`src/rtl/ram1_word_ctrl.sv`:
```
`default_nettype none
// ============================================================================
// Module      : ram1_word_ctrl
// Description : Word-level access controller and two-port round-robin arbiter
//               for the 64 x 1-bit data RAM. Each granted word request is
//               serialised into WORD_W single-bit RAM accesses, LSB first.
//               The block also owns the RAM's asynchronous clear pin.
// Ports       : clk, reset            - clock, synchronous active-high reset
//               reqN_valid/we/addr/wdata/ready - word request handshake, N=0,1
//               clear_req             - request to zero the whole RAM
//               done0/done1           - one-cycle completion pulse per port
//               clear_done            - one-cycle pulse after RAM clear
//               rdata                 - read result (valid with doneN)
//               busy                  - transfer or clear in progress
//               ram_address/datain/store/dataout/clear - RAM pin interface
// Revision    : 1.0 - initial release
// ============================================================================
module ram1_word_ctrl #(
   parameter int WORD_W  = 8,
   parameter int WADDR_W = 3
) (
   input  logic               clk,
   input  logic               reset,
   input  logic               req0_valid,
   input  logic               req0_we,
   input  logic [WADDR_W-1:0] req0_addr,
   input  logic [WORD_W-1:0]  req0_wdata,
   output logic               req0_ready,
   input  logic               req1_valid,
   input  logic               req1_we,
   input  logic [WADDR_W-1:0] req1_addr,
   input  logic [WORD_W-1:0]  req1_wdata,
   output logic               req1_ready,
   input  logic               clear_req,
   output logic               done0,
   output logic               done1,
   output logic               clear_done,
   output logic [WORD_W-1:0]  rdata,
   output logic               busy,
   output logic [5:0]         ram_address,
   output logic               ram_datain,
   output logic               ram_store,
   input  logic               ram_dataout,
   output logic               ram_clear
);

   localparam int C_BIT_W = $clog2(WORD_W);
   localparam logic [C_BIT_W-1:0] C_LAST_BIT = C_BIT_W'(WORD_W - 1);

   typedef enum logic [1:0] {
      S_IDLE = 2'd0,
      S_XFER = 2'd1,
      S_CLR  = 2'd2
   } state_t;

   state_t               r_state;
   logic                 r_ram_clear;
   logic                 r_done0;
   logic                 r_done1;
   logic                 r_clear_done;
   logic [WORD_W-1:0]    r_rdata;
   logic                 r_last_grant;
   logic [C_BIT_W-1:0]   r_bit;
   logic                 r_port;
   logic                 r_we;
   logic [WADDR_W-1:0]   r_addr;
   logic [WORD_W-1:0]    r_wdata;

   logic                 w_idle_free;
   logic                 w_hs0;
   logic                 w_hs1;
   logic                 w_xfer;

   // Grants are only offered in IDLE with no clear pending. On a tie the
   // port that did not win last time gets the grant.
   assign w_idle_free = (r_state == S_IDLE) && !clear_req;
   assign req0_ready  = w_idle_free && req0_valid && (!req1_valid || r_last_grant);
   assign req1_ready  = w_idle_free && req1_valid && (!req0_valid || !r_last_grant);
   assign w_hs0       = req0_valid && req0_ready;
   assign w_hs1       = req1_valid && req1_ready;

   assign w_xfer      = (r_state == S_XFER);
   assign ram_address = w_xfer ? {r_addr, r_bit} : 6'd0;
   assign ram_store   = w_xfer && r_we;
   assign ram_datain  = w_xfer && r_we && r_wdata[r_bit];
   assign ram_clear   = r_ram_clear;

   assign done0       = r_done0;
   assign done1       = r_done1;
   assign clear_done  = r_clear_done;
   assign rdata       = r_rdata;
   assign busy        = (r_state != S_IDLE);

   always_ff @(posedge clk) begin
      if (reset) begin
         r_state      <= S_IDLE;
         r_ram_clear  <= 1'b0;
         r_done0      <= 1'b0;
         r_done1      <= 1'b0;
         r_clear_done <= 1'b0;
         r_rdata      <= '0;
         r_last_grant <= 1'b1;
         r_bit        <= '0;
         r_port       <= 1'b0;
         r_we         <= 1'b0;
         r_addr       <= '0;
         r_wdata      <= '0;
      end else begin
         // Completion strobes are single-cycle by default.
         r_done0      <= 1'b0;
         r_done1      <= 1'b0;
         r_clear_done <= 1'b0;
         case (r_state)
            S_IDLE: begin
               if (clear_req) begin
                  r_state     <= S_CLR;
                  r_ram_clear <= 1'b1;
               end else if (w_hs0 || w_hs1) begin
                  r_port       <= w_hs1;
                  r_we         <= w_hs1 ? req1_we    : req0_we;
                  r_addr       <= w_hs1 ? req1_addr  : req0_addr;
                  r_wdata      <= w_hs1 ? req1_wdata : req0_wdata;
                  r_last_grant <= w_hs1;
                  r_bit        <= '0;
                  r_state      <= S_XFER;
               end
            end
            S_XFER: begin
               // RAM read is combinational, so the addressed bit is present
               // on ram_dataout during this cycle.
               if (!r_we) begin
                  r_rdata[r_bit] <= ram_dataout;
               end
               r_bit <= r_bit + 1'b1;
               if (r_bit == C_LAST_BIT) begin
                  r_state <= S_IDLE;
                  if (r_port) begin
                     r_done1 <= 1'b1;
                  end else begin
                     r_done0 <= 1'b1;
                  end
               end
            end
            S_CLR: begin
               r_ram_clear  <= 1'b0;
               r_clear_done <= 1'b1;
               r_state      <= S_IDLE;
            end
            default: begin
               r_state     <= S_IDLE;
               r_ram_clear <= 1'b0;
            end
         endcase
      end
   end

endmodule
`default_nettype wire

```
`config.mk`:
```
export PLATFORM = sky130hd
export DESIGN_NAME = ram1_word_ctrl
export DESIGN_NICKNAME = d
export VERILOG_FILES = /design/src/rtl/ram1_word_ctrl.sv
export SDC_FILE = /design/constraint.sdc
export NUM_CORES = 1
export LEC_CHECK = 0
export CAP_MARGIN = 30
export CELL_PAD_IN_SITES_DETAIL_PLACEMENT = 0
export CELL_PAD_IN_SITES_GLOBAL_PLACEMENT = 1
export CORE_AREA = 3 3 82 84
export DETAILED_ROUTE_END_ITERATION = 10
export DIE_AREA = 0 0 85 87
export PLACE_DENSITY_LB_ADDON = 0.25
export SLEW_MARGIN = 20
export SYNTH_ARGS = -nofsm -noshare
export SYNTH_HDL_FRONTEND = slang
export SYNTH_SLANG_ARGS = --single-unit
```
`constraint.sdc`:
```
create_clock -name clk -period 1.3 [get_ports clk]
set_input_delay 0.13 -clock clk [delete_from_list [all_inputs] [get_ports clk]]
set_output_delay 0.13 -clock clk [all_outputs]
set_load 0.05 [all_outputs]
```
-- Yosys cells after proc, flatten, opt, wreduce, memory -nomap -nowiden
Index checks and enable logic that the tools add are counted.
- bits in registers: 31
- latch bits: 0
- bits in writable memories: 0
- memory bits (read-only): 0
- input port bits: 30
- output and inout bits: 23
- word-level logic and storage cells: 74
- memories kept: 0
- $add $sub $neg: 1
- multipliers: 0
- div/mod/pow operators: 0
- magnitude comparators: 2
- equality and inequality tests: 8
- shifts and indexed selects: 0
- mux-type cells: 21
- bitwise operators: 4
- reductions and logical operators: 26
- operators by type and width (cell ; count):
    logical AND 1 bit ; 10
    2-to-1 mux 3 bit ; 3
    bitwise mux 8 bit ; 1
    2-to-1 mux 8 bit ; 1
    2-to-1 mux 1 bit ; 7
    2-to-1 mux 2 bit ; 3
    2-to-1 mux 6 bit ; 1
    case mux 3 bit (2 select lines) ; 1
    AND reduction 2 bit ; 3
    AND reduction 3 bit ; 2
    logical NOT 1 bit ; 4
    less-than comparator 3 x 4 -> 1 bit (second input constant) ; 1
    != test 2 x 1 -> 1 bit (second input constant) ; 2
    != test 2 bit (second input constant) ; 2
    inverter 1 bit ; 4
    case mux 2 bit (2 select lines) ; 1
    nonzero test 2 bit ; 2
    adder 3 x 1 -> 3 bit (second input constant) ; 1
    binary-select mux 1 bit (select 3 bit) ; 1
    demux 1 bit (select 3 bit) ; 1
    equality test 3 bit (second input constant) ; 1
    greater-or-equal comparator 3 x 1 -> 1 bit (second input constant) ; 1
    logical OR 1 bit ; 3
    != test 3 x 2 -> 1 bit (second input constant) ; 1
    other kinds (5) ; 5

-- Logic depth before layout (Yosys ltp)
Gate-level depths: netlist of run 1.
- word-level depth: 9
- mapped depth: 6
- gate-level depth less buffers: 4

-- Worst setup path before layout of run 1
Ideal clock, no wire load.
- kind: flip-flop to output port
- start: register r_state[1]
- end: output ram_datain
- arrival time: 2961 ps
- data required time: 1170 ps
- slack: -1791 ps
- cell stages (with the launch flop): 6
- buffers on the path: 2
- cell sequence: dfxtp_1 buf_6 and2b_2 clkbuf_1 and2_1 nor4b_1
- cells in the longest elaborated chain, start to end: 3
- RTL lines (item ; line ; source):
    start, declared ; 56 ; state_t r_state;
    start signal, assigned ; 96 ; r_state <= S_IDLE;
    start signal, assigned ; 116 ; r_state <= S_CLR;
    start signal, assigned ; 125 ; r_state <= S_XFER;
    equality test 2 x 1 -> 1 bit ; 82 ; assign w_xfer = (r_state == S_XFER);
    logical AND 1 bit ; n/a ;
    via ram_store ; 42 ; output logic ram_store,
    logical AND 1 bit ; 85 ; assign ram_datain = w_xfer && r_we && r_wdata[r_bit];
    end, declared ; 41 ; output logic ram_datain,
The timed path passes the listed nets, and every way through them passes these cells.

-- Worst setup path after layout of run 1
- start: register r_bit[0]
- end: output ram_datain
- cells in the longest elaborated chain, start to end: 3
- RTL lines (item ; line ; source):
    start, declared ; 63 ; logic [C_BIT_W-1:0] r_bit;
    start signal, assigned ; 134 ; r_bit <= r_bit + 1'b1;
    binary-select mux 1 bit (select 3 bit) ; 85 ;
    2-to-1 mux 1 bit (not written as such) ; 85 ;
    logical AND 1 bit ; 85 ;
No other way between the ends. The select of a mux whose other input is x is not followed.

==> flow_summary.toml, run 1 <==
[place]
dp.cells = 309
dp_slack_ns = -0.354
port_buffers = 52
place_congestion = 0.704
hpwl_mm = 3.10

[synth]
synth_flop_cell = "dfxtp_1"
syn_area_um2 = 1630
synth_top_area_share_pct = 38.0
synth.cells.most_frequent = "31 x dfxtp_1, 17 x a21oi_1, 14 x nand3_1, 12 x a311oi_1, 12 x nand2b_1"
postSynthNetCount = 210
synth_fa_ha_area_share_pct = 1.53
synth.most_common_cell = "dfxtp_1"
synth_top_family_by_area = "simple AND/OR/NAND/NOR gates"
ys_warn_count = 0
synth.avg_cell_area_um2 = 9.17
yosys.area.top_type = "dfxtp_1"
netlist_top_cells_area = "dfxtp_1 38%, a311oi_1 6.4%, a21oi_1 5.2%"
synth_cells = 178
ys_seq_elements = 31
yosys.area_share.simple_pct = 25.3
muxShareOfSynthArea_pct = 6.97
async_reset_ff_share_pct = 0
yosys.area_share.xor_xnor_pct = 0
synth-compound-area-share_pct = 20.2
synth_edf_count = 0
synthDistinctLibCells = 41
yosysSeqAreaShare_pct = 38.0

[clock_tree]
cts_tree = "yes"
htree_num_levels = 2
clk_pin_slew_ns = 0.07
clkLatencyLatePin_ns = 0.28
cts.path.max_buffers = 2
numCtsBuffers = 5
clock_sinks = 31
cts-root-buf = "clkbuf_8"

[detailed_routing]
drt-wirelength-per-cell_um = 14.4
drt_pass1_iterations = 4
num_vias = 1596
drt_wl_total_mm = 4.80
viasPerCell = 4.78
antenna_left = 0
first_iter_violations = 39
drc = 0

[sta]
rsz0062_at_grt = "true"
final-setup-viol-count = 28
slew_viol_final = 0
final.min_clock_period_ns = 1.66
fin_worst_skew_ns = 0.00490
relSlewSlack_pct = 75.2
layout_setup_ws_ns = -0.358
whs_ns = 0.278
finalCritPeriodShare_pct = 128
worstMarginPinSlew_ns = 0.362
fmax_mhz = 603
hold_violations = 0

[grt]
grt_pass1_wl_mm = 8.02
gr-usage-all-layers_pct = 13.5
grt_pass1_vias = 1652
grt_start_max_net_pins = 32
grt-ovfl-total = 0
grt_antenna_before_repair = 0

[setup_path]
max_stage_delay_ns = 0.53
cp_slowest_cell = "mux4_2"
crit_arrival_ns = 1.53
cp-start-kind = "flip-flop"
cp-end-kind = "output pin"
reg2reg_depth = 5
critical_path_class = "reg2out"
crit_fanout = 5
required_ns = 1.17
critical_path.cell_chain = "mux4_2 > nor2b_4 > nor4b_4 > buf_6"

[floorplan]
core_area_um2 = 5990
die_w_um = 85
die_area_um2 = 7400
start_util_pct = 27.3
die_h_um = 87
ioPinCount = 53
rows = 28

[power_and_ir_drop]
p_leak_nw = 1.20
peakVddDrop_mv = 0.470
p_per_area_nw_per_um2 = 880

[cells_and_area]
fin_cells = 334
fillers = 522
final-seq-area_um2 = 633
final_layout_size_suffix_gt1_share_pct = 48.3
nets = 290
fin_util_pct = 52.3
area_growth_pct = 92.0
multi_input_area_um2 = 1100
antenna_cells = 0

[status]
violations = "setup timing"
status = "finished, violations left"

[flow_run]
cap_violations = 0

[hold_path]
hold_depth = 3
hold_path_class = "in2reg"
## cell type report
class                   instances  area share [%]
inverters                       3           0.359
repair buffers                 90            38.1
multi-input cells             127            35.2
well taps                      75            2.99
clock buffers                   8            3.19
flip-flops and latches         31            20.2
## per-layer routing
layer / vias up / wire (um) / track usage (%)
met1: 723 / 2090 / 16.6
met4: 0 / 38 / 4.17
met3: 4 / 286 / 4.16
li1: 814 / - / -
met5: - / 0 / 0
met2: 55 / 2380 / 22.6
## power breakdown
group | internal, mW | total [mW] | switching (mW)
combinational | 0.481 | 0.859 | 0.378
sequential | 1.01 | 1.05 | 0.0498
clock | 0.483 | 0.843 | 0.360
total | 1.97 | 2.76 | 0.788
## layout by cell type (no fill, tap or decap), types with 3 or more instances in the layout
master           netlist  routed
a21oi_1               17      10
a21oi_2                0       6
a311oi_1              12       6
a311oi_2               0       6
and2_4                 0       7
buf_12                 0      26
buf_4                  1      17
buf_6                  5      14
clkbuf_8               0       7
clkdlybuf4s50_1        0      28
dfxtp_1               31      27
dfxtp_4                0       3
inv_1                  3       3
mux2i_1                8       8
nand2_1                6       6
nand2b_1              12      12
nand3_1               14       5
nand3_2                0       9
nor4b_2                0       3
o211ai_1               3       3
o21ai_0                8       4
o21ai_1                5       7
## cells by family after synthesis
| logic type | count (synthesis) |
|---|---|
| muxes | 10 |
| buffers and inverters | 20 |
| adders and majority gates | 2 |
| and+or+nand+nor | 64 |
| DFF | 31 |
| AOI/OAI and AO/OA | 51 |
## critical path: cells and delay by family (launching register included)
| kind | cells | cell delay, ns |
|---|---|---|
| flops | 1 | 0.38 |
| simple gates | 2 | 0.19 |
| mux | 1 | 0.53 |
| buf+inv | 1 | 0.14 |
## worst paths after layout
path | start | to | slack [ns]
worst max-delay path | r_bit[0]$_SDFFE_PP0P_ | ram_datain | -0.36
worst max register to register | r_state[1]$_SDFFE_PP0P_ | r_wdata[1]$_SDFFE_PP0P_ | -0.15
worst min-delay path | clear_req | r_state[1]$_SDFFE_PP0P_ | 0.28
worst min register to register | r_port$_SDFFE_PP0P_ | done0$_SDFF_PP0_ | 0.43
## sequential cells by signal, summed over array words and instances (netlist names)
register and flops:
r_wdata 8, clear_done 1, ram_clear 1, r_bit 3
done1 1, rdata 8, r_addr 3, r_port 1
r_state 2, r_last_grant 1, done0 1, r_we 1
## repair_timing
action                                 in CTS  in global routing
endpoints found under the hold margin       0                  0
setup endpoints to repair                  30                 35
hold buffers                                0                  0
cloned                                      3                  1
pin swaps                                  29                 12
buffers inserted                           16                  2
gates resized for setup                    53                 24
## metrics by stage
stage | TNS [ns] | instance area [um2] | power [mW]
floorplan | -1.37 | 1670 | 1.42
global placement | -5.93 | 2560 | 1.69
detailed placement | -6.02 | 2560 | 1.69
CTS | -3.93 | 3070 | 2.76
global route | -5.04 | 3130 | 2.89
finish | -3.60 | 3130 | 2.76
(Power assumes the default switching activity.)
==> run 2: changes to the inputs <==
CELL_PAD_IN_SITES_DETAIL_PLACEMENT = 1   (was 0)
CORE_AREA = 3 3 78 80   (was 3 3 82 84)
DIE_AREA = 0 0 81 83   (was 0 0 85 87)
==> flow_summary.toml, run 2 (synthesis results as in run 1) <==
[clock_tree]
clkLatencyLatePin_ns = 0.29
cts.path.max_buffers = 2
numCtsBuffers = 5
hold_buffers = 0
cts_tree = "yes"
cts-root-buf = "clkbuf_8"
htree_num_levels = 2
clock_sinks = 31
clk_pin_slew_ns = 0.07

[setup_path]
timing.rr.start = "r_state[1]$_SDFFE_PP0P_"
worstReg2RegEnd = "r_wdata[2]$_SDFFE_PP0P_"
crit_arrival_ns = 1.56
critPathTopFamily = "flip-flops"
critical_path_class = "reg2out"
cp_slowest_cell = "dfxtp_1"
critPathBufInv = 2
path_depth = 5
r2r_slack_ns = -0.23
crit_fanout = 2
required_ns = 1.17
cp-end-kind = "output pin"
reg2reg_depth = 6
critical_path.cell_chain = "mux2_2 > nor3b_2 > buf_4 > nor4b_4 > buf_6"
max_stage_delay_ns = 0.42
cp-start-kind = "flip-flop"

[power_and_ir_drop]
peakVddDrop_mv = 0.458
swShare_pct = 32.5
p_seq_share_pct = 38.6
power.switching_mw = 0.894
p_leak_nw = 1.21
p_per_area_nw_per_um2 = 848
comb_power_share_pct = 35.1
internal_power_mw = 1.86
pwr-share-clk_pct = 26.3

[place]
port_buffers = 52
dpl_cell_area_um2 = 2560
dp_slack_ns = -0.372
place_congestion = 0.705
hpwl_mm = 3.66

[detailed_routing]
first_iter_violations = 41
antenna_left = 0
num_vias = 1766
drt_pass1_iterations = 4
drt_wl_total_mm = 6.82
viasPerCell = 5.29
drt-wirelength-per-cell_um = 20.4
drc = 0

[grt]
gr-usage-all-layers_pct = 18.7
grt-ovfl-total = 0
grt_start_max_net_pins = 32
grt_pass1_wl_mm = 9.74
grt_pass1_vias = 1941
grt_antenna_before_repair = 0

[floorplan]
rows = 27
core_area_um2 = 5470
die_area_um2 = 6720
die_h_um = 83
start_util_pct = 29.8
die_w_um = 81
ioPinCount = 53

[sta]
final.min_clock_period_ns = 1.69
relSlewSlack_pct = 75.0
fin_worst_skew_ns = 0.00959
finalCritPeriodShare_pct = 130
worstMarginPinSlew_ns = 0.375
hold_violations = 0
whs_ns = 0.437
fin_setup_tns_ns = -4.98
final-setup-viol-count = 32
fmax_mhz = 593
layout_setup_ws_ns = -0.386
rsz0062_at_grt = "true"
slew_viol_final = 0

[cells_and_area]
fillers = 561
stdcell_area_um2 = 3250
antenna_cells = 0
final_layout_size_suffix_gt1_share_pct = 56.9
nets = 295
area_growth_pct = 98.8
final_common_cell = "clkdlybuf4s50_1"
most-common-layout-cells = "29 x clkdlybuf4s50_1, 26 x dfxtp_1, 25 x buf_12, 19 x buf_6, 19 x buf_4"

[hold_path]
hold_path_class = "in2reg"
holdCritStartpoint = "req1_wdata[0]"
hold_end = "r_wdata[0]$_SDFFE_PP0P_"
hold_depth = 3

[status]
violations = "setup timing"
status = "finished, violations left"

[flow_run]
cap_violations = 0
[run 2: cell count changes in the layout (fill, tap and decap cells not counted), moves of 3 or more]
cell	delta
a311oi_1	-5
a311oi_2	+5
buf_6	+5
o21ai_2	+5
nand3_1	-4
nand3_4	+4
o21ai_1	-4
a21oi_2	+3
o21ai_0	-3
[run 2: how the worst max path moves through the flow]
stage | to | start
after floorplan | ram_datain | r_state[1]$_SDFFE_PP0P_
after global placement | r_wdata[1]$_SDFFE_PP0P_ | clear_req
after detailed placement | r_wdata[7]$_SDFFE_PP0P_ | clear_req
after CTS | ram_datain | r_bit[0]$_SDFFE_PP0P_
after global routing | ram_datain | r_bit[0]$_SDFFE_PP0P_
final | ram_datain | r_wdata[5]$_SDFFE_PP0P_
[run 2: through the flow]
step                      instances  utilization, %  power, mW
after floorplan                 178               -       1.42
after detailed placement        308            46.8       1.70
after CTS                       331            55.2       2.61
after global placement          308            46.8       1.68
after global routing            334            59.3       2.86
final                           334            59.3       2.75
[run 2: repair_timing]
item,in CTS,in global routing
setup buffers,15,7
gates resized for setup,59,59
setup endpoints to repair,30,35
pin swaps,30,30
cloned,3,0
[run 2: power by group through the flow]
stage	sequential (mW)	combinational [mW]	clock [mW]
2_1_floorplan	1.07	0.348	0
3_3_place_gp	1.07	0.611	0
3_5_place_dp	1.07	0.624	0
4_1_cts	1.06	0.839	0.721
5_1_grt	1.07	1.02	0.773
6_report	1.06	0.966	0.723
[run 2: worst reg2reg max path, stage by stage (launching register included)]
cell and delay [ns]:
dfxtp_4 0.36, buf_6 0.13, nor3_4 0.18, buf_6 0.18, buf_8 0.16, nand3_4 0.10, a311oi_2 0.31
[run 2: area by class of cell]
| class | count | area (um2) | area share, % |
|---|---|---|---|
| inverters | 3 | 11.3 | 0.347 |
| well taps | 72 | 90.1 | 2.78 |
| multi-input cells | 127 | 1240 | 38.4 |
| flip-flops and latches | 31 | 634 | 19.5 |
| clock buffers | 6 | 72.6 | 2.24 |
| repair buffers | 95 | 1190 | 36.7 |
[run 2: layer usage]
metal  part of all wire, %  wire length [um]  global-route usage [%]  vias to the layer above
li1                      -                 -                       -                      818
met1                    39              2690                    20.4                      868
met2                    53              3600                    33.9                       64
met3                   4.8               325                    4.77                       16
met4                   3.0               203                    7.07                        0
met5                     0                 0                       0                        -
